`src/rtl/led_matrix_scanner.sv`:
```
// Double-buffered LED matrix scanner: the CPU writes rows into a back
// buffer while the front buffer is time-multiplexed onto the matrix pins
// with per-row blanking and 4-bit PWM column gating. Buffers exchange
// roles only at frame boundaries, so a frame is never shown half-updated.
module led_matrix_scanner #(
    parameter int ROWS           = 8,
    parameter int COLS           = 8,
    parameter int ROW_CYCLES     = 1024,
    parameter int BLANK_CYCLES   = 16,
    parameter int OUT_ACTIVE_LOW = 0
) (
    input  logic            clk,
    input  logic            reset,
    input  logic            wr_en,
    input  logic [ROWS-1:0] wr_row,
    input  logic [COLS-1:0] wr_col,
    input  logic            swap,
    input  logic [3:0]      brightness,
    output logic            swap_pending,
    output logic            frame_start,
    output logic [ROWS-1:0] row_out,
    output logic [COLS-1:0] col_out
);

    localparam int CW = (ROW_CYCLES > 1) ? $clog2(ROW_CYCLES) : 1;
    localparam int RW = (ROWS > 1) ? $clog2(ROWS) : 1;
    localparam logic [CW-1:0] CYC_LAST = CW'(ROW_CYCLES - 1);
    localparam logic [CW-1:0] BLANK_C  = CW'(BLANK_CYCLES);
    localparam logic [RW-1:0] ROW_LAST = RW'(ROWS - 1);

    generate
        if (ROW_CYCLES <= BLANK_CYCLES || ROW_CYCLES > 65536) begin : g_bad_params
            $error("led_matrix_scanner: ROW_CYCLES must exceed BLANK_CYCLES and be at most 65536");
        end
    endgenerate

    typedef enum logic {ST_BLANK, ST_DRIVE} state_t;

    state_t          state_q, state_d;
    logic [CW-1:0]   cyc_q, cyc_d;
    logic [RW-1:0]   ridx_q, ridx_d;
    logic [3:0]      pwm_q, pwm_d;
    logic [COLS-1:0] latch_q, latch_d;
    logic            front_q, front_d;
    logic            swap_pending_q, swap_pending_d;
    logic [ROWS-1:0] row_reg_q, row_reg_d;
    logic [COLS-1:0] col_reg_q, col_reg_d;

    logic [COLS-1:0] front_rows [ROWS];
    logic            cyc_last, row_last, boundary, drive_first;
    logic [COLS-1:0] pattern;

    // Frame buffer: per row, two entries; the one not selected by front_q is the write target.
    generate
        for (genvar gi = 0; gi < ROWS; gi++) begin : g_row
            logic [COLS-1:0] buf0_q, buf0_d, buf1_q, buf1_d;

            // Write the back copy of this row when it is selected.
            always_comb begin
                buf0_d = buf0_q;
                buf1_d = buf1_q;
                if (wr_en && wr_row[gi]) begin
                    if (front_q) buf0_d = wr_col;
                    else         buf1_d = wr_col;
                end
            end

            // Row storage registers, cleared on reset.
            always_ff @(posedge clk or posedge reset) begin
                if (reset) begin
                    buf0_q <= '0;
                    buf1_q <= '0;
                end else begin
                    buf0_q <= buf0_d;
                    buf1_q <= buf1_d;
                end
            end

            assign front_rows[gi] = front_q ? buf1_q : buf0_q;
        end
    endgenerate

    assign cyc_last    = (cyc_q == CYC_LAST);
    assign row_last    = (ridx_q == ROW_LAST);
    assign boundary    = cyc_last && row_last;
    assign drive_first = (state_q == ST_DRIVE) && (cyc_q == BLANK_C);
    // The first drive cycle shows the row straight from the buffer; later cycles use the latch.
    assign pattern     = drive_first ? front_rows[ridx_q] : latch_q;

    // Scan counters, phase FSM, PWM, row latch, swap handling and next pin values.
    always_comb begin
        cyc_d          = cyc_last ? '0 : cyc_q + 1'b1;
        ridx_d         = cyc_last ? (row_last ? '0 : ridx_q + 1'b1) : ridx_q;
        state_d        = (cyc_d < BLANK_C) ? ST_BLANK : ST_DRIVE;
        pwm_d          = '0;
        latch_d        = drive_first ? front_rows[ridx_q] : latch_q;
        front_d        = front_q;
        swap_pending_d = swap_pending_q | swap;
        row_reg_d      = '0;
        col_reg_d      = '0;

        if (state_q == ST_DRIVE) begin
            // Slot end clears PWM so the next slot's first drive cycle starts at 0.
            pwm_d     = cyc_last ? 4'd0 : pwm_q + 4'd1;
            row_reg_d = {{(ROWS-1){1'b0}}, 1'b1} << ridx_q;
            if (pwm_q < brightness) col_reg_d = pattern;
        end

        if (boundary) begin
            if (swap_pending_q) begin
                front_d        = ~front_q;
                swap_pending_d = 1'b0;
            end else begin
                swap_pending_d = swap;
            end
        end
    end

    // State and output registers.
    always_ff @(posedge clk or posedge reset) begin
        if (reset) begin
            state_q        <= ST_BLANK;
            cyc_q          <= '0;
            ridx_q         <= '0;
            pwm_q          <= '0;
            latch_q        <= '0;
            front_q        <= 1'b0;
            swap_pending_q <= 1'b0;
            row_reg_q      <= '0;
            col_reg_q      <= '0;
        end else begin
            state_q        <= state_d;
            cyc_q          <= cyc_d;
            ridx_q         <= ridx_d;
            pwm_q          <= pwm_d;
            latch_q        <= latch_d;
            front_q        <= front_d;
            swap_pending_q <= swap_pending_d;
            row_reg_q      <= row_reg_d;
            col_reg_q      <= col_reg_d;
        end
    end

    assign row_out      = (OUT_ACTIVE_LOW != 0) ? ~row_reg_q : row_reg_q;
    assign col_out      = (OUT_ACTIVE_LOW != 0) ? ~col_reg_q : col_reg_q;
    assign swap_pending = swap_pending_q;
    assign frame_start  = !reset && (cyc_q == '0) && (ridx_q == '0);

endmodule
```
`config.mk`:
```
export PLATFORM = sky130hd
export DESIGN_NAME = led_matrix_scanner
export DESIGN_NICKNAME = d
export VERILOG_FILES = /design/src/rtl/led_matrix_scanner.sv
export SDC_FILE = /design/constraint.sdc
export NUM_CORES = 1
export LEC_CHECK = 0
export BUFFER_PORTS_ARGS = -buffer_cell sky130_fd_sc_hd__buf_2
export CORE_MARGIN = 8
export CORE_UTILIZATION = 50
export CTS_CLUSTER_SIZE = 30
export DETAILED_ROUTE_END_ITERATION = 8
export PLACE_DENSITY_LB_ADDON = 0.05
export SLEW_MARGIN = 20
export SYNTH_ARGS = -nofsm -noshare
export SYNTH_HDL_FRONTEND = slang
export SYNTH_SLANG_ARGS = --single-unit
```
`constraint.sdc`:
```
create_clock -name clk -period 14 [get_ports clk]
set_input_delay 0.7 -clock clk [delete_from_list [all_inputs] [get_ports clk]]
set_output_delay 0.7 -clock clk [all_outputs]
set_load 0.005 [all_outputs]
```
==> results_dict.tcl <==
set metrics [dict create \
    clock_root_buffer "sky130_fd_sc_hd__clkbuf_16" \
    chipWidth_um 142 \
    fin_skew_ns 0.00723 \
    path_max_fanout 11 \
    final_common_cell "sky130_fd_sc_hd__dfrtp_1" \
    routedWlPerCell_um 21.5 \
    setup_total_negative_slack_ns 0 \
    routed-via-count 4523 \
    die_h_um 142 \
    final.period_utilization_pct 20.0 \
    via_per_inst 5.70 \
    netlist_area_um2 7950 \
    drt_first_iter_violations 159 \
    finalWirelength_um 17000 \
    min_path_type "in2async" \
    grt_pass1_vias 4886 \
    global_route.overflow_total 0 \
    timing.final.hold_violations 0 \
    synth_cell_type_count 48 \
    drt_pre_antenna_iters 4 \
    clock_sinks 172 \
    slew_at_the_pin_closest_to_its_max_slew_limit_ns 0.939 \
    yosysWarnings 0 \
    initial_antenna_violation_count 1 \
    pwr_density_cell_nw_per_um2 123 \
    critPathLaunchType "flop" \
    cts_buffers 17 \
    placement.io_buffers 41 \
    cts_tree "done" \
    antenna_cells_inserted 0 \
    cp_data_required_time_ns 13.30 \
    post_cts_resize_count 0 \
    number_of_synthesized_register_bits 172 \
    critPathSlowestCell "sky130_fd_sc_hd__nor4b_4" \
    rsz0062_at_grt "false" \
    htree_num_levels 4 \
    worstReg2RegStart "front_q" \
    gp_congestion 0.754 \
    cts_max_path_buffers 2 \
    cts_setup_buffers 0 \
    report.final.slew_viol_count 0 \
    clk_transition_reported_paths_ns 0.06 \
    dp_hpwl_um 11200 \
    max_clock_freq_mhz 357 \
    flow.area_growth_from_synthesis_pct 12.4 \
    grt_first_pass_wirelength_um 27400 \
    series_of_cell_instances_along_the_critical_path "inv_1 -> ha_1 -> nor4b_4 -> and3_1 -> buf_2" \
    postLayoutCoreUtil_pct 56.8 \
    floorplan.initialDensity_pct 50.6 \
    ant_nets 0 \
    std_cell_rows 46 \
    fin_area_um2 8930 \
    period_minus_slack_ns 2.80 \
    timing.max_slew.rel_slack_pct 37.4 \
    gr_util_all_layers_pct 18.1 \
    clock_latency_ns 0.42 \
    floorplan.core_area_um2 15700 \
    crit_arrival_ns 2.10 \
    syn_avg_cell_area_um2 14.9 \
    maximum_number_of_pins_on_one_net_before_global_route_repair 99 \
    drc 0 \
    synth_cells 533 \
    static_leakage_nw 4.27 \
    synth-seq-area-share_pct 54.2 \
    timing.setup.critical_path_class "reg2out" \
    end_kind "primary output" \
    full_die_area_um2 20200 \
    layout-drive-gt1-share_pct 43.0 \
    top_level_pins 42 \
    max-cap-violations 0 \
    layout.cells.most_common_list "sky130_fd_sc_hd__dfrtp_1 (171), sky130_fd_sc_hd__mux2_2 (136), sky130_fd_sc_hd__buf_2 (41)" \
    syn_nets 569 \
    placed_cell_area_um2 8280 \
    finalNetCount 600 \
    cts-hold-fix-buffers 0 \
    vdd_ir_drop_max_mv 0.0942 \
    critical-path-max-stage-delay_ns 0.62 \
    critical_path.startpoint "cyc_q[0]" \
    finalSetupViolCount 0 \
    run_status "completed" \
]
-- state kept, by name (all words and copies together), names as in the netlist --
signal,flops
col_out,8
cyc_q,10
front_q,1
g_row.buf0_q,64
g_row.buf1_q,64
latch_q,8
pwm_q,4
ridx_q,3
row_out,8
state_q,1
swap_pending,1
-- final timing paths --
path | end | slack (ns) | cells after the start
max | frame_start | 11.20 | 5
min | row_out[4] | 0.45 | 2
max reg2reg | g_row[2].buf1_q[4] | 11.61 | 4
min reg2reg | g_row[1].buf1_q[0] | 0.50 | 1
max in group asynchronous | front_q | 12.00 | 3
min in group clk | swap_pending | 0.49 | 2
-- Yosys cell counts, drive strengths merged --
master | instances | area share, %
dfrtp | 172 | 54
mux2 | 136 | 19
mux4 | 32 | 9.8
nand2 | 19 | 0.90
buf | 18 | 1.5
inv | 18 | 0.85
clkbuf | 14 | 0.66
ha | 12 | 1.9
and3 | 11 | 0.87
nand3 | 9 | 0.63
nor2 | 9 | 0.43
a211oi | 8 | 0.76
a31o | 8 | 0.88
o221ai | 8 | 1.4
o22a | 8 | 0.88
xnor2 | 6 | 0.66
and2 | 5 | 0.39
o21ai | 4 | 0.25
xor2 | 4 | 0.44
nand2b | 3 | 0.24
nand4 | 3 | 0.43
nor3 | 3 | 0.19
a21o | 2 | 0.19
a31oi | 2 | 0.16
and4 | 2 | 0.22
nand3b | 2 | 0.19
nor4b | 2 | 0.41
o21a | 2 | 0.19
or2 | 2 | 0.16
a2111oi | 1 | 0.11
a211o | 1 | 0.11
a311oi | 1 | 0.11
and3b | 1 | 0.11
nor2b | 1 | 0.079
nor4 | 1 | 0.16
o311ai | 1 | 0.11
o31ai | 1 | 0.095
or3 | 1 | 0.079
-- final cells by class --
class | instances | area [um2]
clock buffers | 22 | 454
well taps | 216 | 270
multi-input cells | 311 | 3410
repair buffers | 44 | 228
clock inverters | 10 | 189
fillers | 1278 | 6780
inverters | 18 | 72.6
flip-flops and latches | 172 | 4310
-- cell families after synthesis --
kind of cell	after synthesis	share of synthesized area, %
AO/OA/AOI/OAI	47	5.27
XOR/XNOR	10	1.10
adder cells (fa/ha/maj)	12	1.89
buffers and inverters	50	3.01
flip-flops	172	54.2
multiplexers	168	29.1
AND/OR/NAND/NOR	74	5.46
-- metrics by stage --
| step | worst slack (ns) | instances | hold slack (ns) | power [mW] |
|---|---|---|---|---|
| after floorplan | 8.64 | 533 | 0.443 | 0.582 |
| after global placement | 11.43 | 761 | 0.478 | 0.597 |
| after detailed placement | 11.41 | 761 | 0.487 | 0.602 |
| after CTS | 10.95 | 793 | 0.476 | 1.11 |
| after global routing | 11.06 | 793 | 0.494 | 1.14 |
| final | 11.20 | 793 | 0.446 | 1.10 |
-- per-layer routing --
layer / wire length (um) / GRT usage (%)
met5: 8 / 0
met4: 324 / 6.50
met3: 634 / 4.39
met2: 8390 / 29.5
met1: 7670 / 22.9
-- worst max-delay path, delay by kind of cell, from the launching register on --
kind                       cells  cell delay (ns)
adders and majority gates      1             0.14
DFF                            1             0.45
and+or+nand+nor                2             0.88
buffers and inverters          2             0.20
-- power by group --
group	internal (mW)	total, mW	switching [mW]	leakage (nW)
clock network	0.322	0.510	0.188	0.308
registers	0.524	0.537	0.0125	2.22
logic	0.0258	0.0547	0.0289	1.73
total	0.873	1.10	0.229	4.27
No activity file was read; power rests on OpenSTA's default activity.
